`src/rtl/key_pkg.sv`:
```
// key_pkg: shared types and helpers for the multi-channel key front end.
// - key_state_e: per-channel debounce FSM states.
// - tick_div():  clock cycles per 1 ms prescaler tick.
package key_pkg;

    typedef enum logic [1:0] {
        IDLE       = 2'd0,
        PRESS_DB   = 2'd1,
        HELD       = 2'd2,
        RELEASE_DB = 2'd3
    } key_state_e;

    function automatic int unsigned tick_div(input int unsigned clk_hz);
        return clk_hz / 1000;
    endfunction

endpackage

```
`src/rtl/key_scan_ch.sv`:
```
// key_scan_ch: one key channel. Synchronises the raw pin, debounces press and
// release against the shared 1 ms tick and produces registered level/pulses.
// Ports:
//   clk, rst     clock, asynchronous active-low reset
//   tick         one-cycle 1 ms strobe from the shared prescaler
//   key_in       raw asynchronous key pin
//   key_level    debounced state, 1 = pressed
//   key_flag     1-cycle pulse on accepted press
//   key_release  1-cycle pulse on accepted release
//   key_long     1-cycle pulse, once per hold, when the hold reaches LONG_MS
module key_scan_ch
    import key_pkg::*;
#(
    parameter int unsigned DEBOUNCE_MS = 20,
    parameter int unsigned LONG_MS     = 1000,
    parameter int unsigned ACTIVE_LOW  = 1
) (
    input  logic clk,
    input  logic rst,
    input  logic tick,
    input  logic key_in,
    output logic key_level,
    output logic key_flag,
    output logic key_release,
    output logic key_long
);

    localparam int unsigned CW = $clog2(LONG_MS + 1);
    localparam int unsigned RW = $clog2(DEBOUNCE_MS + 1);
    localparam logic [CW-1:0] C_DB   = CW'(DEBOUNCE_MS);
    localparam logic [CW-1:0] C_LONG = CW'(LONG_MS);
    localparam logic [RW-1:0] R_DB   = RW'(DEBOUNCE_MS);
    localparam logic IDLE_LVL        = (ACTIVE_LOW != 0);

    logic [1:0]    r_sync;
    logic          w_raw_p;
    key_state_e    r_state, w_state_d;
    logic [CW-1:0] r_cnt, w_cnt_d;
    logic [RW-1:0] r_rcnt, w_rcnt_d;
    logic          r_level, w_level_d;
    logic          r_flag, w_flag_d;
    logic          r_release, w_release_d;
    logic          r_long, w_long_d;

    // Two-flop synchroniser, parked at the released pin level during reset.
    always_ff @(posedge clk or negedge rst) begin
        if (!rst) begin
            r_sync <= {2{IDLE_LVL}};
        end else begin
            r_sync <= {r_sync[0], key_in};
        end
    end

    // Normalise to 1 = pressed regardless of pin polarity.
    assign w_raw_p = r_sync[1] ^ IDLE_LVL;

    always_ff @(posedge clk or negedge rst) begin
        if (!rst) begin
            r_state   <= IDLE;
            r_cnt     <= '0;
            r_rcnt    <= '0;
            r_level   <= 1'b0;
            r_flag    <= 1'b0;
            r_release <= 1'b0;
            r_long    <= 1'b0;
        end else begin
            r_state   <= w_state_d;
            r_cnt     <= w_cnt_d;
            r_rcnt    <= w_rcnt_d;
            r_level   <= w_level_d;
            r_flag    <= w_flag_d;
            r_release <= w_release_d;
            r_long    <= w_long_d;
        end
    end

    always_comb begin
        w_state_d   = r_state;
        w_cnt_d     = r_cnt;
        w_rcnt_d    = r_rcnt;
        w_level_d   = r_level;
        w_flag_d    = 1'b0;
        w_release_d = 1'b0;
        w_long_d    = 1'b0;

        unique case (r_state)
            IDLE: begin
                if (w_raw_p) begin
                    w_state_d = PRESS_DB;
                    w_cnt_d   = '0;
                end
            end
            PRESS_DB: begin
                if (!w_raw_p) begin
                    w_state_d = IDLE;
                end else if (tick) begin
                    if (r_cnt + 1'b1 == C_DB) begin
                        w_state_d = HELD;
                        w_flag_d  = 1'b1;
                        w_level_d = 1'b1;
                        w_cnt_d   = C_DB;
                    end else begin
                        w_cnt_d = r_cnt + 1'b1;
                    end
                end
            end
            HELD: begin
                if (!w_raw_p) begin
                    w_state_d = RELEASE_DB;
                    w_rcnt_d  = '0;
                end else if (tick && (r_cnt != C_LONG)) begin
                    // Saturating: key_long can only fire on the one step into LONG_MS.
                    w_cnt_d  = r_cnt + 1'b1;
                    w_long_d = (r_cnt + 1'b1 == C_LONG);
                end
            end
            RELEASE_DB: begin
                // cnt is frozen here so a recovered glitch resumes the hold count.
                if (w_raw_p) begin
                    w_state_d = HELD;
                end else if (tick) begin
                    if (r_rcnt + 1'b1 == R_DB) begin
                        w_state_d   = IDLE;
                        w_release_d = 1'b1;
                        w_level_d   = 1'b0;
                        w_cnt_d     = '0;
                        w_rcnt_d    = '0;
                    end else begin
                        w_rcnt_d = r_rcnt + 1'b1;
                    end
                end
            end
            default: begin
                w_state_d = IDLE;
            end
        endcase
    end

    assign key_level   = r_level;
    assign key_flag    = r_flag;
    assign key_release = r_release;
    assign key_long    = r_long;

endmodule

```
`src/rtl/key_scan_multi.sv`:
```
// key_scan_multi: N_KEYS independent debounced key channels sharing one 1 ms
// prescaler.
// Ports:
//   clk, rst     clock, asynchronous active-low reset
//   key_in       raw key pins (asynchronous)
//   key_level    debounced state per key, 1 = pressed
//   key_flag     1-cycle pulse per accepted press
//   key_release  1-cycle pulse per accepted release
//   key_long     1-cycle pulse per hold reaching LONG_MS
module key_scan_multi
    import key_pkg::*;
#(
    parameter int unsigned N_KEYS      = 7,
    parameter int unsigned CLK_HZ      = 50_000_000,
    parameter int unsigned DEBOUNCE_MS = 20,
    parameter int unsigned LONG_MS     = 1000,
    parameter int unsigned ACTIVE_LOW  = 1
) (
    input  logic              clk,
    input  logic              rst,
    input  logic [N_KEYS-1:0] key_in,
    output logic [N_KEYS-1:0] key_level,
    output logic [N_KEYS-1:0] key_flag,
    output logic [N_KEYS-1:0] key_release,
    output logic [N_KEYS-1:0] key_long
);

    localparam int unsigned TICK_DIV = tick_div(CLK_HZ);
    localparam int unsigned DW       = (TICK_DIV > 1) ? $clog2(TICK_DIV) : 1;
    localparam logic [DW-1:0] DIV_LAST = DW'(TICK_DIV - 1);

    if (N_KEYS < 1) begin : g_err_nkeys
        $error("key_scan_multi: N_KEYS must be >= 1");
    end
    if (TICK_DIV < 2) begin : g_err_tickdiv
        $error("key_scan_multi: CLK_HZ/1000 must be >= 2");
    end
    if (DEBOUNCE_MS < 1) begin : g_err_db
        $error("key_scan_multi: DEBOUNCE_MS must be >= 1");
    end
    if (LONG_MS <= DEBOUNCE_MS) begin : g_err_long
        $error("key_scan_multi: LONG_MS must exceed DEBOUNCE_MS");
    end
    if (ACTIVE_LOW > 1) begin : g_err_pol
        $error("key_scan_multi: ACTIVE_LOW must be 0 or 1");
    end

    logic [DW-1:0] r_div;
    logic          w_tick;

    assign w_tick = (r_div == DIV_LAST);

    always_ff @(posedge clk or negedge rst) begin
        if (!rst) begin
            r_div <= '0;
        end else if (w_tick) begin
            r_div <= '0;
        end else begin
            r_div <= r_div + 1'b1;
        end
    end

    for (genvar g = 0; g < N_KEYS; g++) begin : g_ch
        key_scan_ch #(
            .DEBOUNCE_MS (DEBOUNCE_MS),
            .LONG_MS     (LONG_MS),
            .ACTIVE_LOW  (ACTIVE_LOW)
        ) u_ch (
            .clk         (clk),
            .rst         (rst),
            .tick        (w_tick),
            .key_in      (key_in[g]),
            .key_level   (key_level[g]),
            .key_flag    (key_flag[g]),
            .key_release (key_release[g]),
            .key_long    (key_long[g])
        );
    end

endmodule

```
`config.mk`:
```
export PLATFORM = sky130hd
export DESIGN_NAME = key_scan_multi
export DESIGN_NICKNAME = d
export VERILOG_FILES = /design/src/rtl/key_pkg.sv /design/src/rtl/key_scan_ch.sv /design/src/rtl/key_scan_multi.sv
export SDC_FILE = /design/constraint.sdc
export NUM_CORES = 1
export LEC_CHECK = 0
export ABC_AREA = 1
export CAP_MARGIN = 5
export CORE_ASPECT_RATIO = 1.2
export CORE_UTILIZATION = 30
export CTS_CLUSTER_DIAMETER = 40
export DETAILED_ROUTE_END_ITERATION = 8
export DONT_BUFFER_PORTS = 1
export GPL_TIMING_DRIVEN = 0
export HOLD_SLACK_MARGIN = 0.1
export MAX_ROUTING_LAYER = met4
export PLACE_DENSITY = 0.55
export SETUP_SLACK_MARGIN = 0.02
export SYNTH_ARGS = -nofsm -noshare
export SYNTH_HDL_FRONTEND = slang
export SYNTH_SLANG_ARGS = --single-unit
```
`constraint.sdc`:
```
create_clock -name clk -period 2.2 [get_ports clk]
set_clock_uncertainty 0.1 [all_clocks]
set_input_delay 0.33 -clock clk [delete_from_list [all_inputs] [get_ports clk]]
set_output_delay 0.33 -clock clk [all_outputs]
set_load 0.02 [all_outputs]
```
==> results.txt <==
Die H: 213 µm
First-pass GRT wire length: 42.6 mm
Final GP Congestion: 0.877
#FFs+latches synth: 177
Number of H-tree levels: 4
RSZ-0062 raised after global routing: true
Port Buffers: 0
DRT iter0 DRCs: 574
CTS sink cnt: 177
Endpoints failing hold: 177
DR vias/cell: 4.65
Antenna violations before repair: 0
GRT met1 Usage: 0.173
Syn Area/Cell: 7.36 µm²
Post-synthesis cell count: 1518
Worst path max stage delay: 0.40 ns
Area occupied by multi-input gates: 6010 µm²
Row count: 77
Asr flop ratio synth: 1.00
Violated checks: hold timing
Fillers: 3861
Clock Path Buffers: 2
Slew HR: 0.640
Initial core utilization: 0.304
Worst Hold Class: in2async
Post-DR wirelength/cell: 12.3 µm
Register Area: 4460 µm²
Remaining antenna violation count: 0
Worst-Margin Slew: 0.539 ns
Pwr dens: 884 nW/µm²
Routed via count: 9570
Clock latency at the later pin of the worst-skew pair: 0.45 ns
GR peak layer: met2
Clk root buf: clkbuf_16
Diodes inserted: 0
Area Growth Syn to Fin: 17.3%
HPWL Detailed: 17.4 mm
Routed wire length: 25.3 mm
All-Layer GR Usage: 0.143
Most Frequent Cell on Critical Path: nand2_2
CTS buffer count: 17
M3 GR Usage: 0.0216
Yosys top cell by area: dfrtp_1
Worst-path clk slew: 0.07 ns
Seq/Total Area, Yosys: 0.398
Worst path slowest cell: dfrtp_1
Vias in the first global route: 9186
Crit path required time: 2.47 ns
Synth cell types: 45
Synthesis Warnings: 0
Pre-CTS WS: -0.367 ns
Leakage: 6.23 nW
Crit path buffers/inverters: 3
Status: complete, but fails checks
Minimum clock period: 2.10 ns
Worst setup margin: 0.102 ns
Post-synth EDFFs: 0
Setup crit end kind: flop
Final Cycle Share: 0.954
Max IR drop VDD: 549 µV
Placeable Area: 36800 µm²
Main synth FF type: dfrtp_1
Die W: 178 µm
WHS: -0.499 ns
Layout cells sized above 1: 0.163
Max Cap Viol: 0
Max Slew Vio Count: 0
Fin nets: 1639
Fmax: 477 MHz
Clock tree from TritonCTS: done
Critical path startpoint category: flop
Crit path max fanout: 7
Final setup viols: 0
Pin count of the biggest net entering global routing: 178
Overflow after GRT: 0
DRC: 0
WP data arrival: 2.37 ns
Net Count, Synth: 1584
IO Count: 37
Worst-path cell chain: inv_2 -> nand4_1 -> nor3_2 -> nand2_2 -> inv_4 -> buf_6 -> nand2_2 -> o21ai_2 -> nand2_2 -> nor2_4 -> nand3_1 -> nand2_1
Post-synth top area share: 0.365
DR pass1 iterations: 5
Ranking of synthesized cells by area: dfrtp_1 (36%), nand2_1 (15%), nand3_1 (6.7%), inv_1 (6.6%), ha_1 (6.4%)
Syn Std Cell Area: 11200 µm²
Met2 Use GR: 0.240
Post-CTS Hold Buffers: 7
Die ar.: 38000 µm²
Crit path max-delay family: simple AND/OR/NAND/NOR gates
Kind of critical path: reg2reg
[power breakdown]
part	internal [mW]	switching [mW]	leakage, nW
clock	1.74	1.30	0.275
sequential	3.63	0.418	2.35
combinational	1.55	2.95	3.60
[worst paths after layout]
kind / startpoint / to / slack, ns / cells past startpoint
max reg2reg: r_div[7] / g_ch[6].u_ch.r_cnt[0] / 0.10 / 12
max: r_div[7] / g_ch[6].u_ch.r_cnt[0] / 0.10 / 12
min reg2reg: g_ch[3].u_ch.r_sync[0] / g_ch[3].u_ch.r_sync[1] / 0.26 / 0
min: rst / g_ch[2].u_ch.r_cnt[6] / -0.50 / 0
max in group asynchronous: rst / g_ch[5].u_ch.r_cnt[0] / 2.01 / 0
min in group clk: g_ch[3].u_ch.r_sync[0] / g_ch[3].u_ch.r_sync[1] / 0.26 / 0
[cells in the mapped netlist (2+ instances only)]
| cell type | instances |
|---|---|
| xor2_1 | 28 |
| a21o_1 | 2 |
| and3_1 | 2 |
| nand4_1 | 28 |
| a22o_1 | 2 |
| o21ai_0 | 37 |
| nor4_1 | 15 |
| buf_4 | 29 |
| or2_2 | 2 |
| a31oi_1 | 3 |
| nand2_1 | 453 |
| nor2_2 | 5 |
| clkbuf_1 | 15 |
| o21bai_1 | 5 |
| a21oi_1 | 36 |
| inv_1 | 197 |
| inv_2 | 8 |
| nor3_2 | 4 |
| a21boi_2 | 2 |
| a21oi_2 | 5 |
| nand4_4 | 2 |
| o21ai_1 | 28 |
| nand3_2 | 5 |
| buf_2 | 4 |
| buf_6 | 2 |
| nand3_1 | 150 |
| nand2_2 | 7 |
| nor3_1 | 21 |
| xnor2_1 | 10 |
| nand3b_1 | 14 |
| dfstp_2 | 14 |
| nand4_2 | 2 |
| dfrtp_1 | 163 |
| ha_1 | 57 |
| nor2_1 | 134 |
| o22ai_1 | 6 |
| nor2_4 | 8 |
| o21ai_2 | 6 |
[area by class of cell]
class | instances | share of cell area
clock buffer | 24 | 0.0360
clock inverter | 8 | 0.00811
multi-input combinational | 1087 | 0.458
tap | 474 | 0.0452
sequential | 177 | 0.340
timing repair buffer | 40 | 0.0260
inverter | 206 | 0.0595
buffer | 44 | 0.0262
[layer usage]
layer	routed length (µm)	vias to the layer above
li1	-	4935
met1	11700	4505
met2	12600	104
met3	505	26
met4	476	0
met5	0	-
[worst register-to-register path: stages (launching register included)]
cell and delay, ns:
dfrtp_1 0.40, inv_2 0.08, nand4_1 0.10, nor3_2 0.28, nand2_2 0.14, inv_4 0.12, buf_6 0.12, nand2_2 0.06
o21ai_2 0.12, nand2_2 0.16, nor2_4 0.20, nand3_1 0.09, nand2_1 0.07
[what timing repair did]
item / 4_1_cts / 5_1_grt
cloned: 2 / 1
setup buffers: 7 / 25
pin swaps: 9 / 25
endpoints found under the hold margin: 184 / 177
setup endpoints to repair: 97 / 120
gates resized for setup: 41 / 89
[cell usage in the layout (no fill, tap or decap), drive strengths merged, types with 3 or more instances in the layout]
cell / synthesis / routed
nor4: 15 / 15
nor2: 147 / 149
xnor2: 10 / 10
nand3b: 14 / 14
xor2: 28 / 28
nor3: 26 / 26
o21ai: 71 / 71
o21bai: 5 / 5
nand2: 460 / 460
nand4: 32 / 32
clkbuf: 15 / 33
o22ai: 6 / 6
inv: 205 / 206
ha: 57 / 57
buf: 35 / 68
a31oi: 3 / 3
nand3: 156 / 156
a21oi: 41 / 41
clkinv: 1 / 4
dfrtp: 163 / 163
dlygate4sd3: 0 / 7
dfstp: 14 / 14
[flip-flops by register name, summed over array words and instances, names as in the netlist, named ones only]
| signal | count |
|---|---|
| g_ch.u_ch.r_cnt | 70 |
| g_ch.u_ch.key_flag | 7 |
| g_ch.u_ch.key_level | 7 |
| g_ch.u_ch.key_long | 7 |
| r_div | 16 |
| g_ch.u_ch.r_state | 7 |
| g_ch.u_ch.key_release | 7 |
| g_ch.u_ch.r_sync | 14 |
| g_ch.u_ch.r_rcnt | 35 |
[stage by stage]
| stage | power, mW | utilization | cell area (µm²) | setup TNS (ns) | cells |
|---|---|---|---|---|---|
| after floorplan | 7.08 | - | 11200 | 0 | 1518 |
| after global placement | 7.93 | 0.320 | 11800 | -6.88 | 1992 |
| after detailed placement | 7.98 | 0.320 | 11800 | -8.99 | 1992 |
| after CTS | 11.3 | 0.344 | 12700 | 0 | 2039 |
| after global routing | 12.5 | 0.356 | 13100 | -0.00280 | 2060 |
| final | 11.6 | 0.356 | 13100 | 0 | 2060 |
[cells by family after synthesis]
group / share of synthesized area
AND/OR/NAND/NOR: 0.342
buffers and inverters: 0.0975
flip-flops: 0.398
AO/OA/AOI/OAI: 0.0692
adder cells (fa/ha/maj): 0.0638
XOR/XNOR: 0.0298
No activity file was read; power rests on OpenSTA's default activity.
